`src/rtl/uart_rx_frontend.sv`:
```
// uart_rx_frontend: 8N1 UART receiver front end for the CPU UART peripheral.
// It synchronises the pad and oversamples each bit at 16x baud. Each character
// is framed and checked, then held in a one-deep register with sticky status
// until the CPU acknowledges it.
//
// Ports:
//   sysclk     in   system clock, rising edge
//   reset      in   synchronous active-low reset
//   UART_RX    in   asynchronous serial line, idle high
//   rx_ack     in   CPU read pulse: clears rx_valid, frame_err, overrun
//   rx_data    out  [7:0] last received byte
//   rx_valid   out  unread byte present
//   frame_err  out  sticky: stop bit sampled low
//   overrun    out  sticky: byte completed while rx_valid already set
//
// Optional build macro: UART_RX_MAJORITY_EN. When it is defined, each bit is
// the 2-of-3 majority of the samples at sub-bits 7, 8 and 9, and the decision
// is made at sub-bit 9. Otherwise a single sample is taken at sub-bit 8.
module uart_rx_frontend #(
    parameter int unsigned CLK_FREQ = 100_000_000,
    parameter int unsigned BAUD     = 9600,
    parameter int unsigned OVS_DIV  = CLK_FREQ / (BAUD * 16)
) (
    input  logic       sysclk,
    input  logic       reset,
    input  logic       UART_RX,
    input  logic       rx_ack,
    output logic [7:0] rx_data,
    output logic       rx_valid,
    output logic       frame_err,
    output logic       overrun
);

    localparam int unsigned TW = (OVS_DIV > 1) ? $clog2(OVS_DIV) : 1;

    typedef enum logic [2:0] {
        ST_IDLE,
        ST_START,
        ST_DATA,
        ST_STOP,
        ST_BREAK
    } state_e;

    state_e          state_q, state_d;
    logic            rx_meta_q, rxs_q;
    logic [TW-1:0]   tick_cnt_q, tick_cnt_d;
    logic [3:0]      sub_cnt_q, sub_cnt_d;
    logic [2:0]      bit_cnt_q, bit_cnt_d;
    logic [7:0]      shreg_q, shreg_d;
    logic [7:0]      rx_data_q, rx_data_d;
    logic            rx_valid_q, rx_valid_d;
    logic            frame_err_q, frame_err_d;
    logic            overrun_q, overrun_d;
    logic            tick_c;
    logic            mid_c;
    logic            bit_c;

    assign tick_c = (tick_cnt_q == TW'(OVS_DIV - 1));

`ifdef UART_RX_MAJORITY_EN
    // Samples from sub-bits 7 and 8; the live rxs is the sub-bit 9 sample.
    logic [1:0] maj_q, maj_d;

    assign mid_c = tick_c && (sub_cnt_q == 4'd8);
    assign bit_c = (maj_q[1] & maj_q[0]) | (maj_q[1] & rxs_q) | (maj_q[0] & rxs_q);

    always_comb begin
        maj_d = maj_q;
        if (tick_c && ((sub_cnt_q == 4'd6) || (sub_cnt_q == 4'd7))) begin
            maj_d = {maj_q[0], rxs_q};
        end
    end

    always_ff @(posedge sysclk) begin
        if (!reset) begin
            maj_q <= 2'b11;
        end else begin
            maj_q <= maj_d;
        end
    end
`else
    // The tick that moves the sub-bit counter onto 8 is the mid-bit sample.
    assign mid_c = tick_c && (sub_cnt_q == 4'd7);
    assign bit_c = rxs_q;
`endif

    // Next-state and output logic
    always_comb begin
        state_d     = state_q;
        tick_cnt_d  = tick_c ? '0 : tick_cnt_q + TW'(1);
        sub_cnt_d   = tick_c ? sub_cnt_q + 4'd1 : sub_cnt_q;
        bit_cnt_d   = bit_cnt_q;
        shreg_d     = shreg_q;
        rx_data_d   = rx_data_q;
        rx_valid_d  = rx_valid_q;
        frame_err_d = frame_err_q;
        overrun_d   = overrun_q;

        // A CPU read clears status. A commit in the same cycle re-sets rx_valid below.
        if (rx_ack) begin
            rx_valid_d  = 1'b0;
            frame_err_d = 1'b0;
            overrun_d   = 1'b0;
        end

        case (state_q)
            ST_IDLE: begin
                // Align tick phase to the start edge.
                if (!rxs_q) begin
                    state_d    = ST_START;
                    tick_cnt_d = '0;
                    sub_cnt_d  = '0;
                end
            end
            ST_START: begin
                if (mid_c) begin
                    if (!bit_c) begin
                        state_d   = ST_DATA;
                        bit_cnt_d = 3'd0;
                    end else begin
                        state_d = ST_IDLE;
                    end
                end
            end
            ST_DATA: begin
                if (mid_c) begin
                    shreg_d   = {bit_c, shreg_q[7:1]};
                    bit_cnt_d = bit_cnt_q + 3'd1;
                    if (bit_cnt_q == 3'd7) begin
                        state_d = ST_STOP;
                    end
                end
            end
            ST_STOP: begin
                if (mid_c) begin
                    if (bit_c) begin
                        rx_data_d  = shreg_q;
                        rx_valid_d = 1'b1;
                        if (rx_valid_q && !rx_ack) begin
                            overrun_d = 1'b1;
                        end
                        state_d = ST_IDLE;
                    end else begin
                        frame_err_d = 1'b1;
                        state_d     = ST_BREAK;
                    end
                end
            end
            ST_BREAK: begin
                if (rxs_q) begin
                    state_d = ST_IDLE;
                end
            end
            default: state_d = ST_IDLE;
        endcase
    end

    // State, counters, synchroniser and output registers
    always_ff @(posedge sysclk) begin
        if (!reset) begin
            state_q     <= ST_IDLE;
            rx_meta_q   <= 1'b1;
            rxs_q       <= 1'b1;
            tick_cnt_q  <= '0;
            sub_cnt_q   <= '0;
            bit_cnt_q   <= '0;
            shreg_q     <= '0;
            rx_data_q   <= '0;
            rx_valid_q  <= 1'b0;
            frame_err_q <= 1'b0;
            overrun_q   <= 1'b0;
        end else begin
            state_q     <= state_d;
            rx_meta_q   <= UART_RX;
            rxs_q       <= rx_meta_q;
            tick_cnt_q  <= tick_cnt_d;
            sub_cnt_q   <= sub_cnt_d;
            bit_cnt_q   <= bit_cnt_d;
            shreg_q     <= shreg_d;
            rx_data_q   <= rx_data_d;
            rx_valid_q  <= rx_valid_d;
            frame_err_q <= frame_err_d;
            overrun_q   <= overrun_d;
        end
    end

    assign rx_data   = rx_data_q;
    assign rx_valid  = rx_valid_q;
    assign frame_err = frame_err_q;
    assign overrun   = overrun_q;

endmodule

```
`config.mk`:
```
export PLATFORM = sky130hd
export DESIGN_NAME = uart_rx_frontend
export DESIGN_NICKNAME = d
export VERILOG_FILES = /design/src/rtl/uart_rx_frontend.sv
export SDC_FILE = /design/constraint.sdc
export NUM_CORES = 1
export LEC_CHECK = 0
export BUFFER_PORTS_ARGS = -buffer_cell sky130_fd_sc_hd__buf_2
export CAP_MARGIN = 0
export CORE_AREA = 2 2 60 62
export CTS_BUF_LIST = sky130_fd_sc_hd__clkbuf_8
export DETAILED_ROUTE_END_ITERATION = 16
export DIE_AREA = 0 0 62 64
export PLACE_DENSITY = 0.76
export SETUP_SLACK_MARGIN = 0.5
export SYNTH_ARGS = -nofsm -noshare
export SYNTH_HDL_FRONTEND = slang
export SYNTH_SLANG_ARGS = --single-unit
export TNS_END_PERCENT = 100
```
`constraint.sdc`:
```
create_clock -name sysclk -period 1.75 [get_ports sysclk]
set_clock_uncertainty 0.2 [all_clocks]
set_input_delay 0.175 -clock sysclk [delete_from_list [all_inputs] [get_ports sysclk]]
set_output_delay 0.175 -clock sysclk [all_outputs]
set_load 0.1 [all_outputs]
```
; After elaboration in Yosys (flattened, before gate mapping)
; Index checks and enable logic that the tools add are counted.
; Widths: inputs -> output; s select.
[word_totals]
ff_bits = 41
out_inout_bits = 11
wordCells = 69
[classes]
n_addsub = 3
n_eq_ne = 14
n_mux = 32
n_reduce_logical = 9
[op_table]
columns = op, n
row1 = $mux 10, 3
row2 = $mux 3, 10
row3 = $pmux 3 s5, 1
row4 = $ne 2x2->1 const B, 7
row5 = $mux 1, 13
row6 = $mux 4, 3
row7 = $add 10x1->10 const B, 1
row8 = $eq 10x10->1 const B, 1
row9 = $eq 3x2->1 const B, 2
row10 = $eq 3x3->1 const B, 2
row11 = $pmux 3 s2, 1
row12 = $reduce_and 6->1, 1
row13 = $add 4x1->4 const B, 1
row14 = $eq 4x3->1 const B, 1
row15 = $reduce_and 4->1, 1
row16 = $add 3x1->3 const B, 1
row17 = $eq 3x1->1 const B, 1
row18 = $logic_not 3->1, 1
row19 = $reduce_and 3->1, 1
row20 = $logic_and 1x1->1, 2
row21 = $mux 2, 1
row22 = $reduce_and 2->1, 1
row23 = $reduce_bool 2->1, 1
row24 = $logic_not 1->1, 1

; Logic depth before layout (Yosys ltp)
[depth]
ltp_word = 6
depth_mapped = 7
mapped_depth_nobuf = 6

; Worst setup path after synthesis
; No wires, ideal clock.
[synth_path]
kind = flip-flop to flip-flop
startpoint = register tick_cnt_q[0]
endpoint = register rx_data_q[0] (netlist: rx_data[0])
t_arrival_ps = 1581
required_ps = 1478
path_slack_ps = -103
path_stages_with_launch = 8
path_buffers = 1
period_less_slack_ps = 1853
cell_sequence = dfxtp_1 > inv_1 > ha_1 > nand4b_1 > nor4_4 > and3_1 > buf_6 > mux2i_1
[synth_between]
elab_chain_len = 3
[synth_lines]
columns = element, line_no
row1 = start: declaration, 46  ; logic [TW-1:0] tick_cnt_q, tick_cnt_d;
row2 = start signal: assignment, 176  ; tick_cnt_q <= tick_cnt_d;
row3 = $eq 10x10->1, 58  ; assign tick_c = (tick_cnt_q == TW'(OVS_DIV - 1));
row4 = $logic_and 1x1->1, 83  ; assign mid_c = tick_c && (sub_cnt_q == 4'd7);
row5 = $reduce_and 3->1 (no source line), --
row6 = end signal: assignment, 180  ; rx_data_q <= rx_data_d;
row7 = end: declaration, 50  ; logic [7:0] rx_data_q, rx_data_d;
; No other way between the ends.
; A chain may end at the register's enable or synchronous reset.

; Worst setup path after layout
[layout_path]
startpoint = register tick_cnt_q[2]
endpoint = register shreg_q[7]
[layout_between]
elab_chain_len = 3
[layout_lines]
columns = element, line_no
row1 = $eq 10x10->1, 58
row2 = $logic_and 1x1->1, 83
row3 = $reduce_and 2->1 (no source line), --
row4 = end signal: assignment, 179  ; shreg_q <= shreg_d;
row5 = end: declaration, 49  ; logic [7:0] shreg_q, shreg_d;
; No other way between the ends.

==> metrics.md <==
| Metric | Value |
|---|---|
| TritonCTS clock tree | yes |
| Starting density of the core | 52.76% |
| Layout Nets | 232 |
| Setup repair after global routing missed its margin | yes |
| Global-route wire length before repair | 6561 µm |
| Met2 Usage GRT | 38.67% |
| Clk_lat worst skew | 300 ps |
| Final setup viols | 37 |
| TritonCTS buffer count | 5 |
| Max IR drop VDD | 0.5906 mV |
| Simple-gate share of the synthesized area | 22.60% |
| Io pins | 15 |
| Die area | 3968 µm² |
| Detail Placement HPWL | 2420 µm |
| Critical path launch point type | flop |
| Non-Filler Instances | 270 |
| Sequential area share after synthesis | 47.36% |
| H-tree lvl count | 2 |
| Via count | 1421 |
| Worst Path Arrival | 1980 ps |
| Iter 0 DRT Violations | 80 |
| Sequential Area | 842.1 µm² |
| FF+latch count, synth | 41 |
| Setup_tns | -4823 ps |
| GRT met3 Usage | 6.680% |
| Die Ht | 64 µm |
| Cell variety after synth | 38 |
| Fin. max-slew vios | 0 |
| Synthesized area | 1733 µm² |
| Port Buffers | 14 |
| Die width | 62 µm |
| Drt total wl | 4128 µm |
| Avg WL per Cell | 15.29 µm |
| Met1 global-route usage | 26.44% |
| Clk buf depth | 2 |
| Final core occ | 75.70% |
| F_max | 512.1 MHz |
| Most Crowded Layer GR | met2 |
| Status | finished, violations left |
| Standard-cell rows | 21 |
| Placed Cells | 256 |
| WS Path Type | flop to flop |
| Final worst path period need | 1953 ps |
| Post-route DRC | 0 |
| ANT nets after route | 0 |
| Pin count of the biggest net entering global routing | 31 |
| Pwr dens | 692.9 nW/µm² |
| Layout area overhead | 43.47% |
| Placer Congestion | 0.8460 |
| Mapped Cells | 178 |
| Final Hold Vio Count | 0 |
| Mapped Nets | 187 |
| CP required | 1770 ps |
| Endpoint class of the critical path | flop |
| Core footprint | 3284 µm² |
| Static leakage | 0.9553 nW |
| Antenna violations before repair | 0 |
| Setup ws final | -202.9 ps |
| GRT Total Usage | 23.07% |
| Yosys warnings | 0 |
| CTS sink count | 41 |
| # fillers | 223 |
| Ratio of cells with drive above 1 in the final layout | 42.86% |
| Mean Syn Cell Area | 9.735 µm² |
| Failing checks | setup timing |
| Synth Area in Adders | 3.610% |
| CTS clock-pin slew for the worst setup and hold paths | 80 ps |
| Root Driver | clkbuf_8 |
| Multi-input logic area | 958.4 µm² |
| Total grt overflow | 0 |
| Tightest Hold Check Type | input pin to flop |
| Crit share post-route | 111.6% |
| Hold slack | 59.15 ps |
| Compound-Gate Fraction of Synth Area | 7.076% |
| Post-Synth XOR/XNOR Area | 5.560% |
| Least-Margin Pin Slew | 414.1 ps |
| Max-cap viol count | 0 |
| Mux cell area share after synthesis | 9.819% |
| Routed vias/inst | 5.263 |
| Pre-antenna DRT Iters | 4 |
| Number of antenna diodes | 0 |
| Combinational family with the most area after synthesis | simple AND/OR/NAND/NOR gates |
| Vias in the first global route | 1424 |
| Crit Path Max Fanout | 6 |
| Rel. slew slack | 72.21% |
==> metal layers <==
| metal | part of all wire (%) | up-vias |
|---|---|---|
| li1 | - | 692 |
| met1 | 40 | 684 |
| met2 | 54 | 31 |
| met3 | 3.4 | 14 |
| met4 | 2.9 | 0 |
| met5 | 0 | - |
==> cell type report <==
| class | count | area share (%) |
|---|---|---|
| timing repair buffer | 47 | 20.58 |
| multi-input combinational | 125 | 38.55 |
| clock buffer | 7 | 3.875 |
| sequential | 41 | 33.87 |
| clock inverter | 1 | 0.3523 |
| tap | 46 | 2.315 |
| inverter | 3 | 0.4529 |
==> power breakdown <==
group          internal [mW]  switching (mW)  leakage [nW]
logic                 0.0393          0.0477         0.561
clock network          0.364           0.323        0.0549
registers              0.942         0.00643         0.340
total                   1.35           0.377         0.955
==> worst paths after layout <==
path | start | endpoint | slack (ps) | cells after the start
min reg2reg | rx_meta_q$_SDFF_PN1_ | bit_c$_SDFF_PN1_ | 210 | 1
min | reset | tick_cnt_q[4]$_SDFF_PN0_ | 60 | 4
max reg2reg | tick_cnt_q[2]$_SDFF_PN0_ | shreg_q[7]$_SDFFE_PN0P_ | -200 | 5
max | tick_cnt_q[2]$_SDFF_PN0_ | shreg_q[7]$_SDFFE_PN0P_ | -200 | 5
==> what timing repair did <==
item / in CTS / in global routing
setup buffers: 1 / 3
setup endpoints to repair: 50 / 42
endpoints found under the hold margin: 3 / 0
pin swaps: 9 / 8
resized for setup: 63 / 12
hold buffers: 2 / 0
==> per-stage QoR <==
stage                     power [mW]  instance area (µm²)  worst slack, ps
after detailed placement       1.042                 2062           -255.2
final                          1.723                 2486           -202.9
after global routing           1.791                 2486           -286.6
after CTS                      1.735                 2417           -140.5
after floorplan                1.011                 1780           -102.7
after global placement         1.037                 2062           -190.5
==> cell families (layout without fill, tap and decap cells) <==
| kind of cell | after synthesis | count (layout) |
|---|---|---|
| XOR/XNOR | 11 | 11 |
| AND/OR/NAND/NOR | 76 | 76 |
| buffers and inverters | 12 | 58 |
| AO/OA/AOI/OAI | 16 | 16 |
| multiplexers | 17 | 17 |
| flip-flops | 41 | 41 |
| adder cells (fa/ha/maj) | 5 | 5 |
==> Yosys cell counts <==
library cell | n | share of area [%]
buf_6 | 2 | 1.3
nor4_4 | 1 | 1.2
a211oi_2 | 1 | 0.72
a21bo_2 | 1 | 0.58
buf_2 | 1 | 0.29
nor4_1 | 3 | 1.1
nand3_1 | 5 | 1.4
inv_1 | 3 | 0.65
or2_2 | 1 | 0.36
or3_2 | 1 | 0.43
nand3b_1 | 2 | 0.87
mux2i_1 | 17 | 9.8
a311oi_1 | 1 | 0.51
a21boi_0 | 1 | 0.43
and3_1 | 2 | 0.72
or3b_4 | 1 | 0.65
xor2_1 | 3 | 1.5
or3b_2 | 1 | 0.51
o21a_1 | 1 | 0.43
a31o_1 | 3 | 1.5
nor2_1 | 20 | 4.3
nand2b_1 | 6 | 2.2
nor3b_2 | 1 | 0.72
a22oi_1 | 1 | 0.43
nor3_1 | 2 | 0.58
xnor2_1 | 8 | 4.0
ha_1 | 5 | 3.6
o41ai_1 | 1 | 0.51
nor3b_1 | 1 | 0.43
buf_4 | 2 | 0.87
dfxtp_1 | 41 | 47
nand3_2 | 1 | 0.58
nand4b_1 | 1 | 0.51
nor2b_1 | 1 | 0.36
a41oi_1 | 1 | 0.51
clkbuf_1 | 4 | 0.87
nand2_1 | 26 | 5.6
a21oi_1 | 5 | 1.4
==> state kept, by name, indices dropped and copies added (netlist names) <==
signal,count
bit_c,1
bit_cnt_q,3
frame_err,1
overrun,1
rx_data,8
rx_meta_q,1
rx_valid,1
shreg_q,8
state_q,3
sub_cnt_q,4
tick_cnt_q,10
==> cells in the final DEF, fill, tap and decap left out, types with 2 or more instances in the layout <==
cell and count:
dfxtp_2 17, nand2_1 26, buf_12 12, nand3b_1 2, clkbuf_8 7, buf_2 3
inv_1 2, dlygate4sd3_1 2, buf_6 3, nand3_1 3, a21oi_2 4, mux2i_1 16
a31o_1 3, nor2_1 19, buf_4 27, nand2b_1 6, nor4_4 3, xnor2_1 8
dfxtp_1 24, xor2_1 3, ha_1 4, nor3b_2 2, nor3_1 2, nand3_2 3
==> critical path: stages (launching register included) <==
cell and delay, ps:
dfxtp_2 330, or3b_4 420, nor4_4 280, buf_4 190, and3_4 250, mux2i_2 210
Note: power is estimated with default switching activity, not from simulation.
